## src/rtl/clock_monitor.sv

```systemverilog
// Clock monitor: samples mon_in in the clk domain, measures its period and high time,
// counts rising edges, and flags stalls and short half-periods.
//
// state      | meaning
// IDLE       | monitoring disabled, counters held at 0
// WAIT_FIRST | enabled, hunting for a reference rising edge
// MEASURE    | reference edge seen, every rise yields a period
// STALLED    | no rising edge within TIMEOUT cycles
module clock_monitor #(
  parameter int CNT_WIDTH = 16,
  parameter int TIMEOUT   = 64,
  parameter int MIN_HALF  = 2
) (
  input  logic                 clk,
  input  logic                 reset,
  input  logic                 enable,
  input  logic                 mon_in,
  input  logic                 clear_flags,
  output logic [CNT_WIDTH-1:0] period,
  output logic [CNT_WIDTH-1:0] high_time,
  output logic                 meas_valid,
  output logic                 stalled,
  output logic                 glitch,
  output logic [15:0]          edge_count
);

  typedef enum logic [1:0] {IDLE, WAIT_FIRST, MEASURE, STALLED} state_t;

  localparam logic [CNT_WIDTH-1:0] CNT_MAX  = {CNT_WIDTH{1'b1}};
  localparam logic [CNT_WIDTH-1:0] CNT_ONE  = CNT_WIDTH'(1);
  localparam logic [CNT_WIDTH-1:0] CNT_LAST = CNT_WIDTH'(TIMEOUT - 1);
  localparam logic [CNT_WIDTH-1:0] HALF_MIN = CNT_WIDTH'(MIN_HALF);

  state_t state, state_nxt;
  logic s1, s2, s3;
  logic rise, fall;
  logic glitch_set;
  logic [CNT_WIDTH-1:0] cnt, cnt_nxt;
  logic [CNT_WIDTH-1:0] hi_cnt, hi_cnt_nxt;
  logic [CNT_WIDTH-1:0] lo_cnt, lo_cnt_nxt;
  logic [CNT_WIDTH-1:0] period_nxt, high_time_nxt;
  logic                 meas_valid_nxt, stalled_nxt, glitch_nxt;
  logic [15:0]          edge_count_nxt;

  function automatic logic [CNT_WIDTH-1:0] sat_inc(input logic [CNT_WIDTH-1:0] v);
    return (v == CNT_MAX) ? v : v + CNT_ONE;
  endfunction

  assign rise = s2 & ~s3;
  assign fall = ~s2 & s3;

  always_comb begin
    state_nxt      = state;
    cnt_nxt        = cnt;
    hi_cnt_nxt     = hi_cnt;
    lo_cnt_nxt     = lo_cnt;
    period_nxt     = period;
    high_time_nxt  = high_time;
    meas_valid_nxt = 1'b0;
    stalled_nxt    = stalled;
    edge_count_nxt = edge_count;
    glitch_set     = 1'b0;

    if (!enable) begin
      state_nxt   = IDLE;
      stalled_nxt = 1'b0;
      cnt_nxt     = '0;
      hi_cnt_nxt  = '0;
      lo_cnt_nxt  = '0;
    end else begin
      case (state)
        IDLE: begin
          state_nxt   = WAIT_FIRST;
          stalled_nxt = 1'b0;
          cnt_nxt     = '0;
          hi_cnt_nxt  = '0;
          lo_cnt_nxt  = '0;
        end
        WAIT_FIRST: begin
          if (rise) begin
            state_nxt      = MEASURE;
            cnt_nxt        = '0;
            hi_cnt_nxt     = CNT_ONE;
            lo_cnt_nxt     = '0;
            edge_count_nxt = edge_count + 16'd1;
          end else begin
            cnt_nxt = sat_inc(cnt);
            if (cnt == CNT_LAST) begin
              stalled_nxt = 1'b1;
              state_nxt   = STALLED;
            end
          end
        end
        MEASURE: begin
          if (rise) begin
            period_nxt     = sat_inc(cnt);
            meas_valid_nxt = 1'b1;
            cnt_nxt        = '0;
            hi_cnt_nxt     = CNT_ONE;
            edge_count_nxt = edge_count + 16'd1;
            glitch_set     = (lo_cnt < HALF_MIN);
          end else begin
            // cnt spans the whole period, so it also advances on the fall cycle
            cnt_nxt = sat_inc(cnt);
            if (fall) begin
              high_time_nxt = hi_cnt;
              lo_cnt_nxt    = CNT_ONE;
              glitch_set    = (hi_cnt < HALF_MIN);
            end else if (s2) begin
              hi_cnt_nxt = sat_inc(hi_cnt);
            end else begin
              lo_cnt_nxt = sat_inc(lo_cnt);
            end
            if (cnt == CNT_LAST) begin
              stalled_nxt = 1'b1;
              state_nxt   = STALLED;
            end
          end
        end
        STALLED: begin
          if (rise) begin
            state_nxt      = MEASURE;
            stalled_nxt    = 1'b0;
            cnt_nxt        = '0;
            hi_cnt_nxt     = CNT_ONE;
            lo_cnt_nxt     = '0;
            edge_count_nxt = edge_count + 16'd1;
          end
        end
        default: state_nxt = IDLE;
      endcase
    end

    glitch_nxt = (glitch & ~clear_flags) | glitch_set;
  end

  always_ff @(posedge clk) begin
    if (reset) begin
      state      <= IDLE;
      s1         <= 1'b0;
      s2         <= 1'b0;
      s3         <= 1'b0;
      cnt        <= '0;
      hi_cnt     <= '0;
      lo_cnt     <= '0;
      period     <= '0;
      high_time  <= '0;
      meas_valid <= 1'b0;
      stalled    <= 1'b0;
      glitch     <= 1'b0;
      edge_count <= '0;
    end else begin
      state      <= state_nxt;
      s1         <= mon_in;
      s2         <= s1;
      s3         <= s2;
      cnt        <= cnt_nxt;
      hi_cnt     <= hi_cnt_nxt;
      lo_cnt     <= lo_cnt_nxt;
      period     <= period_nxt;
      high_time  <= high_time_nxt;
      meas_valid <= meas_valid_nxt;
      stalled    <= stalled_nxt;
      glitch     <= glitch_nxt;
      edge_count <= edge_count_nxt;
    end
  end

endmodule

```

## config.mk

```make
export PLATFORM = sky130hd
export DESIGN_NAME = clock_monitor
export DESIGN_NICKNAME = d
export VERILOG_FILES = /design/src/rtl/clock_monitor.sv
export SDC_FILE = /design/constraint.sdc
export NUM_CORES = 1
export LEC_CHECK = 0
export BUFFER_PORTS_ARGS = -buffer_cell sky130_fd_sc_hd__buf_2
export CAP_MARGIN = 20
export CORE_MARGIN = 2
export CORE_UTILIZATION = 40
export DETAILED_ROUTE_END_ITERATION = 7
export PLACE_DENSITY = 0.56
export SETUP_SLACK_MARGIN = 0.05
export SYNTH_ARGS = -nofsm -noshare
export SYNTH_HDL_FRONTEND = slang
export SYNTH_SLANG_ARGS = --single-unit
```

## constraint.sdc

```tcl
create_clock -name clk -period 5.4 [get_ports clk]
set_input_delay 1.08 -clock clk [delete_from_list [all_inputs] [get_ports clk]]
set_output_delay 1.08 -clock clk [all_outputs]
set_load 0.005 [all_outputs]
```

Word-level counts from Yosys, hierarchy flattened

Cells that the tools add are included.

Register bits after elaboration: 104
Bits in latches: 0
RAM bits: 0
Memory bits (read-only): 0
Input port bits: 5
Output and inout port bits: 51
Logic and storage cells: 88
Memories: 0

$add $sub $neg: 4
Multiply operators: 0
Divide/modulo/power cells: 0
Order comparisons: 2
Equal/unequal tests: 17
Shifts and indexed selects: 0
Muxes and demuxes: 29
Bitwise gates (word level): 10
Reduce and logical (&&, ||, !) cells: 13

Operators with widths:

| cell                                                                           | count |
|---|---|
| 16-bit 2-to-1 mux                                                              | 12 |
| 16-bit one-hot mux with 3 select lines                                         | 3 |
| 16-bit by 1-bit adder with 16-bit output (second input constant)               | 4 |
| 16-bit equality test (second input constant)                                   | 3 |
| 16-bit by 2-bit less-than comparator with 1-bit output (second input constant) | 2 |
| 16-bit by 6-bit equality test with 1-bit output (second input constant)        | 1 |
| 3-bit != test (second input constant)                                          | 5 |
| 4-bit AND reduction                                                            | 3 |
| 3-bit AND reduction                                                            | 3 |
| 1-bit 2-to-1 mux                                                               | 8 |
| 2-bit 2-to-1 mux                                                               | 4 |
| 2-bit one-hot mux with 4 select lines                                          | 1 |
| 2-bit != test (second input constant)                                          | 3 |
| 1-bit NOT                                                                      | 6 |
| 2-bit OR reduction                                                             | 3 |
| 3-bit OR reduction                                                             | 2 |
| 2-bit equality test (second input constant)                                    | 2 |
| 2-bit by 1-bit != test with 1-bit output (second input constant)               | 2 |
| 1-bit AND                                                                      | 3 |
| 1-bit one-hot mux with 3 select lines                                          | 1 |
| 2-bit by 1-bit equality test with 1-bit output (second input constant)         | 1 |
| 2-bit logical NOT                                                              | 1 |
| 2-bit AND reduction                                                            | 1 |
| 1-bit bitwise OR                                                               | 1 |

Depth between registers and ports, before layout

Gate-level depths: netlist (run 1).

Word-level depth: 7
Mapped depth: 9
Mapped depth without buffers: 7

Worst setup path after synthesis (run 1)

OpenSTA, ideal clock, no wires.

Kind: input to register
From: in reset
To: reg cnt[8]
Library setup time: 0.074 ns
Arrival time: 2.445 ns
Data required time: 5.326 ns
Slack: 2.881 ns
Cell stages on the path: 8
Buffers on the path: 4
Path through: clkbuf_1 -> nand2b_1 -> clkbuf_8 -> nor2_1 -> clkbuf_1 -> clkbuf_1 -> nand2_1 -> a31oi_1

Longest elaborated chain between the ends: 1

RTL lines:

| what                         | RTL line | text |
|---|---|---|
| start, declared              | 15       | `input logic reset,` |
| 2-bit OR reduction (no line) | n/a      |  |
| end signal, assigned         | 157      | `cnt <= cnt_nxt;` |
| end, declared                | 38       | `logic [CNT_WIDTH-1:0] cnt, cnt_nxt;` |

No other way between the ends.
A chain may end at the register's enable or synchronous reset.

Worst setup path after layout (run 1)

From: in reset
To: reg cnt[5]

The elaborated chain is that of the path after synthesis.

==> run summary, run 1 <==
GRT overflow - 0
worst slew pin tran - 1040 ps
R2R setup slack - 2890 ps
maxcap violations - 0
vias - 4919
CTS root buf - clkbuf_16
hold crit path type - reg2reg
f_max - 0.395 GHz
H-tree depth - 3
CTS tree - yes
static leakage - 0.00202 µW
CP required - 5690 ps
P&R area growth vs syn - 11.5%
initial core utilization - 41.4%
vias in the first global route - 4598
nets@finish - 690
Mapped Area - 5260 µm²
slowest stage cell, crit path - nor2_1
antenna cells - 0
period utilisation layout - 46.9%
top fanout value on the critical path - 36
first-pass iteration count of the detailed router - 5
#FFs+latches synth - 104
RR Startpoint - state[0]
# placed instances - 837
placed wire-length estimate - 9700 µm
share of cells above drive strength 1 - 13.7%
global-route wire length before repair - 23200 µm
cts repair resizes - 0
VDD IR max - 0.146 mV
final non-filler cell total - 851
die height - 119 µm
synth top area cells - dfxtp_1, a21oi_1, nand2_1
GR Util All Layers - 20.1%
Post-DP Area - 5580 µm²
clk_lat worst skew - 360 ps
yosys warns - 0
Top delay family on crit path - simple AND/OR/NAND/NOR gates
PwrDens - 250 nW/µm²
post-layout util - 46.1%
Final Skew - 10.9 ps
IO Count - 56
Synth top area share - 39.6%
Tmin final - 2530 ps
Pwr Total - 1470 µW
cts bufs inserted - 9
min-delay src - s1
WL per Instance - 16.1 µm
Setup crit start kind - input pin
CP Cell Sequence - buf_2 > nand2b_1 > buf_4 > nor2_1 > buf_6 > a21oi_1 > a21oi_1
DR iter-0 viols - 400
Die Area - 14100 µm²
Die X - 119 µm
sequential share of the synthesized area - 39.6%
cts hold-fix bufs - 0
Core Footprint - 12700 µm²
status - finished clean
max-slew violation count - 0
cell with the most instances on the worst path - a21oi_1
Crit Path Class - in2reg
Synth Area per Inst - 8.16 µm²
unrepaired setup endpoints after global routing - false
most common cell after layout, fill and taps aside - dfxtp_1
post-route cell area - 5870 µm²
largest area contributor in the netlist - dfxtp_1
Post-synth EDFFs - 0
initial antenna violation count - 0
largest net degree at the start of global routing - 42
Routed Antenna Nets - 0
Post-CTS Setup Bufs - 0
row count - 41
Routed WL - 13700 µm
Worst Path Buf+Inv - 3
CP startpoint - reset
critical path arrival - 2820 ps
clock sinks - 104
Routability Congestion - 0.822
CP Capture Type - flip-flop
Fin. Hold Viols - 0
CTS max path bufs - 2
slew margin rel. - 30.4%
commonest non-fill, non-tap cells in the layout - dfxtp_1, nand2_1, a21oi_1
number of port buffers - 55
Vias/cell - 5.78
setup TNS - 0 ps
Gate Count Post-Synth - 645
syn_nets - 659
Yosys cell types - 67
Slowest Stage Delay on Critical Path - 620 ps
Synth Flop Type - dfxtp_1
detailed-route DRC error count - 0
Worst-path clk slew - 70 ps
Setup Viol. Count Final - 0
Async S/R FF share, synth - 0%
metal layers:
| metal | global-route usage [%] | share of wire [%] | wire, µm |
|---|---|---|---|
| met1 | 28.0 | 49 | 6710 |
| met2 | 31.3 | 45 | 6160 |
| met3 | 5.16 | 5.3 | 721 |
| met4 | 4.17 | 0.82 | 112 |
| met5 | 0 | 0 | 0 |
area by class of cell:
type,count,area (µm²)
inverter,10,37.5
clock buffer,9,225
fill,1303,6850
clock inverter,5,60.1
timing repair buffer,60,317
tap,172,215
sequential,104,2080
multi-input combinational,491,2930
sequential cells by signal (all words and copies together), names as in the netlist:
signal and flops:
state 2, s1 1, meas_valid 1, high_time 16, hi_cnt 16, period 16
cnt 16, glitch 1, edge_count 16, s3 1, lo_cnt 16, stalled 1
s2 1
logic make-up (layout without fill, tap and decap cells):
group / Yosys count / after routing / share of synthesized area [%]
adders and majority gates: 9 / 9 / 2.14
buffers and inverters: 50 / 84 / 4.75
and+or+nand+nor: 282 / 282 / 27.7
xor gates and xnor gates: 20 / 20 / 3.33
muxes: 3 / 3 / 0.571
DFF: 104 / 104 / 39.6
AOI/OAI and AO/OA: 177 / 177 / 21.9
synthesized netlist by cell type (7+ instances only):
cell        n
a211oi_1    8
a21oi_1    64
a311oi_1   16
a31oi_1    18
a41oi_1     8
and3_1      9
and4_1     10
buf_2       7
clkbuf_1   25
dfxtp_1   104
ha_1        9
inv_1      10
nand2_1    73
nand2b_1   11
nand3_1    37
nand4_1    16
nor2_1     59
nor2b_1    11
nor3_1     12
nor4_1     12
o21ai_0    27
xnor2_1    13
xor2_1      7
power by group:
group,total [µW],switching [µW],internal [µW]
Clock,651,296,355
Combinational,46.8,33.4,13.4
Sequential,770,2.01,768
Total,1470,331,1140
stage by stage:
step	setup WS [ps]	hold slack (ps)
4_1_cts	2880	452
2_1_floorplan	2880	414
3_5_place_dp	2530	440
3_3_place_gp	2290	432
5_1_grt	2640	468
6_report	2870	451
worst paths after layout:
check / end / cells past startpoint
worst max-delay path: cnt[5] / 7
worst min-delay path: s2 / 1
worst max register to register: glitch / 6
worst min register to register: s2 / 1
(Power assumes the default switching activity.)
==> inputs of run 2 (changes only) <==
- PLACE_DENSITY: 0.56 -> 0.58
- clock period: 5.4 -> 2.1 ns (I/O delays scaled with it)
==> run summary, run 2 (synthesized netlist as in run 1, its figures left out) <==
reg2reg end - lo_cnt[11] (was glitch)
maxcap violations - 0 (unchanged)
status - finished clean (unchanged)
Vias/cell - 5.74 (was 5.78)
setup TNS - 0 ps (unchanged)
CTS tree - yes (unchanged)
first-pass iteration count of the detailed router - 5 (unchanged)
vias in the first global route - 4979 (was 4598)
P&R area growth vs syn - 20.9% (was 11.5%)
commonest non-fill, non-tap cells in the layout - dfxtp_1, nand2_1, a21oi_1 (unchanged)
detailed-route DRC error count - 0 (unchanged)
CTS root buf - clkbuf_16 (unchanged)
setup ws final - 126 ps (was 2870 ps)
f_max - 0.507 GHz
worst slack, placed - -68.2 ps (was 2530 ps)
hold crit path type - in2reg (was reg2reg)
H-tree depth - 3 (unchanged)
met3 WL - 723 µm (was 721 µm)
Setup Viol. Count Final - 0 (unchanged)
Pwr Total - 3850 µW (was 1470 µW)
CP Capture Type - flip-flop (unchanged)
worst slew pin tran - 499 ps (was 1040 ps)
RR Startpoint - state[1] (was state[0])
Slowest Stage Delay on Critical Path - 450 ps (was 620 ps)
PwrDens - 605 nW/µm² (was 250 nW/µm²)
most common cell after layout, fill and taps aside - dfxtp_1 (unchanged)
placed wire-length estimate - 10300 µm (was 9700 µm)
met1 wire length - 6710 µm (about the same)
Tmin final - 1970 ps
slowest stage cell, crit path - or3_4 (was nor2_1)
Crit Path Class - reg2reg (was in2reg)
r2r worst-path depth - 7 (was 6)
CP required - 2350 ps (was 5690 ps)
GRT overflow - 0 (unchanged)
number of port buffers - 55 (unchanged)
final non-filler cell total - 904 (was 851)
Die Area - 14100 µm² (unchanged)
CP Cell Sequence - inv_2 > ha_1 > or2_1 > or3_4 > a21oi_4 > a21oi_1 > a311oi_1 (was buf_2 > nand2b_1 > buf_4 > nor2_1 > buf_6 > a21oi_1 > a21oi_1)
Die X - 119 µm (unchanged)
Reg area - 2090 µm² (was 2080 µm²)
row count - 41 (unchanged)
Worst Hold Endpoint - s1 (was s2)
fillers - 1258 (was 1303)
slew margin rel. - 66.6% (was 30.4%)
top fanout value on the critical path - 5 (was 36)
period utilisation layout - 94.0%
share of cells above drive strength 1 - 22.0% (was 13.7%)
cts hold-fix bufs - 0 (unchanged)
worst hold path depth - 2 (was 1)
met2 wire len - 6900 µm (was 6160 µm)
unrepaired setup endpoints after global routing - false (unchanged)
Routability Congestion - 0.905 (was 0.822)
Setup crit start kind - flip-flop (was input pin)
post-layout util - 50.0% (was 46.1%)
Routed WL - 14600 µm (was 13700 µm)
CTS max path bufs - 2 (unchanged)
R2R setup slack - 130 ps (was 2890 ps)
min-delay src - mon_in (was s1)
clock sinks - 104 (unchanged)
GR Util All Layers - 21.1% (was 20.1%)
Final Skew - 8.07 ps (was 10.9 ps)
Core Footprint - 12700 µm² (unchanged)
Routed Antenna Nets - 0 (unchanged)
multi-input combinational cell area - 3010 µm² (was 2930 µm²)
cts bufs inserted - 9 (unchanged)
clk_lat worst skew - 360 ps (about the same)
die height - 119 µm (unchanged)
# placed instances - 881 (was 837)
antenna cells - 0 (unchanged)
initial antenna violation count - 0 (unchanged)
global-route wire length before repair - 24400 µm (was 23200 µm)
VDD IR max - 0.698 mV (was 0.146 mV)
DR iter-0 viols - 349 (was 400)
max-slew violation count - 0 (unchanged)
initial core utilization - 41.4% (unchanged)
highest metal used - met4 (unchanged)
static leakage - 0.00230 µW (was 0.00202 µW)
IO Count - 56 (unchanged)
WL per Instance - 16.1 µm (about the same)
largest net degree at the start of global routing - 31 (was 42)
Fin. Hold Viols - 0 (unchanged)
critical path arrival - 2230 ps (was 2820 ps)
Worst-path clk slew - 80 ps (was 70 ps)
vias - 5188 (was 4919)
nets@finish - 741 (was 690)
-- run 2: power breakdown --
part	switching (µW)	internal [µW]
registers	3.59	1970
logic	93.8	48.0
clock network	796	938
total	893	2960
-- run 2: worst max-delay path, delay by kind of cell, from the launching register on --
family	cells	cell delay, ps
AOI/OAI and AO/OA	3	610
adders and majority gates	1	180
buffers and inverters	1	50
DFF	1	350
and+or+nand+nor	2	670
-- run 2: area by class of cell --
class                      count  share of cell area (%)
multi-input combinational    492                    47.3
tap                          172                    3.38
timing repair buffer         110                    11.2
sequential                   104                    32.8
inverter                      10                   0.590
clock buffer                   9                    3.54
clock inverter                 7                    1.20
-- run 2: metrics by stage --
stage               area (µm²)  hold slack, ps
finish                    6370             271
detailed placement        5940             446
global route              6370             280
floorplan                 5270             414
global placement          5940             422
CTS                       6250             262
-- run 2: timing repair --
item,in CTS,in global routing
gates resized for setup,2,16
pin swaps,0,11
gates cloned,1,0
endpoints found under the setup margin,7,41
setup buffers,0,6
-- run 2: layer usage --
| metal | track usage (%) | up-vias |
|---|---|---|
| met5 | 0 | - |
| li1 | - | 2554 |
| met2 | 33.8 | 144 |
| met1 | 27.5 | 2470 |
| met3 | 6.08 | 20 |
| met4 | 6.25 | 0 |
-- run 2: worst max-delay path by stage --
stage,from,endpoint,slack (ps),cells after the start
detailed placement,cnt[0],period[15],-70,6
global placement,cnt[0],period[15],-10,6
global route,state[0],hi_cnt[11],20,7
finish,state[1],lo_cnt[11],130,7
CTS,cnt[0],period[15],40,6
floorplan,state[1],lo_cnt[5],60,9
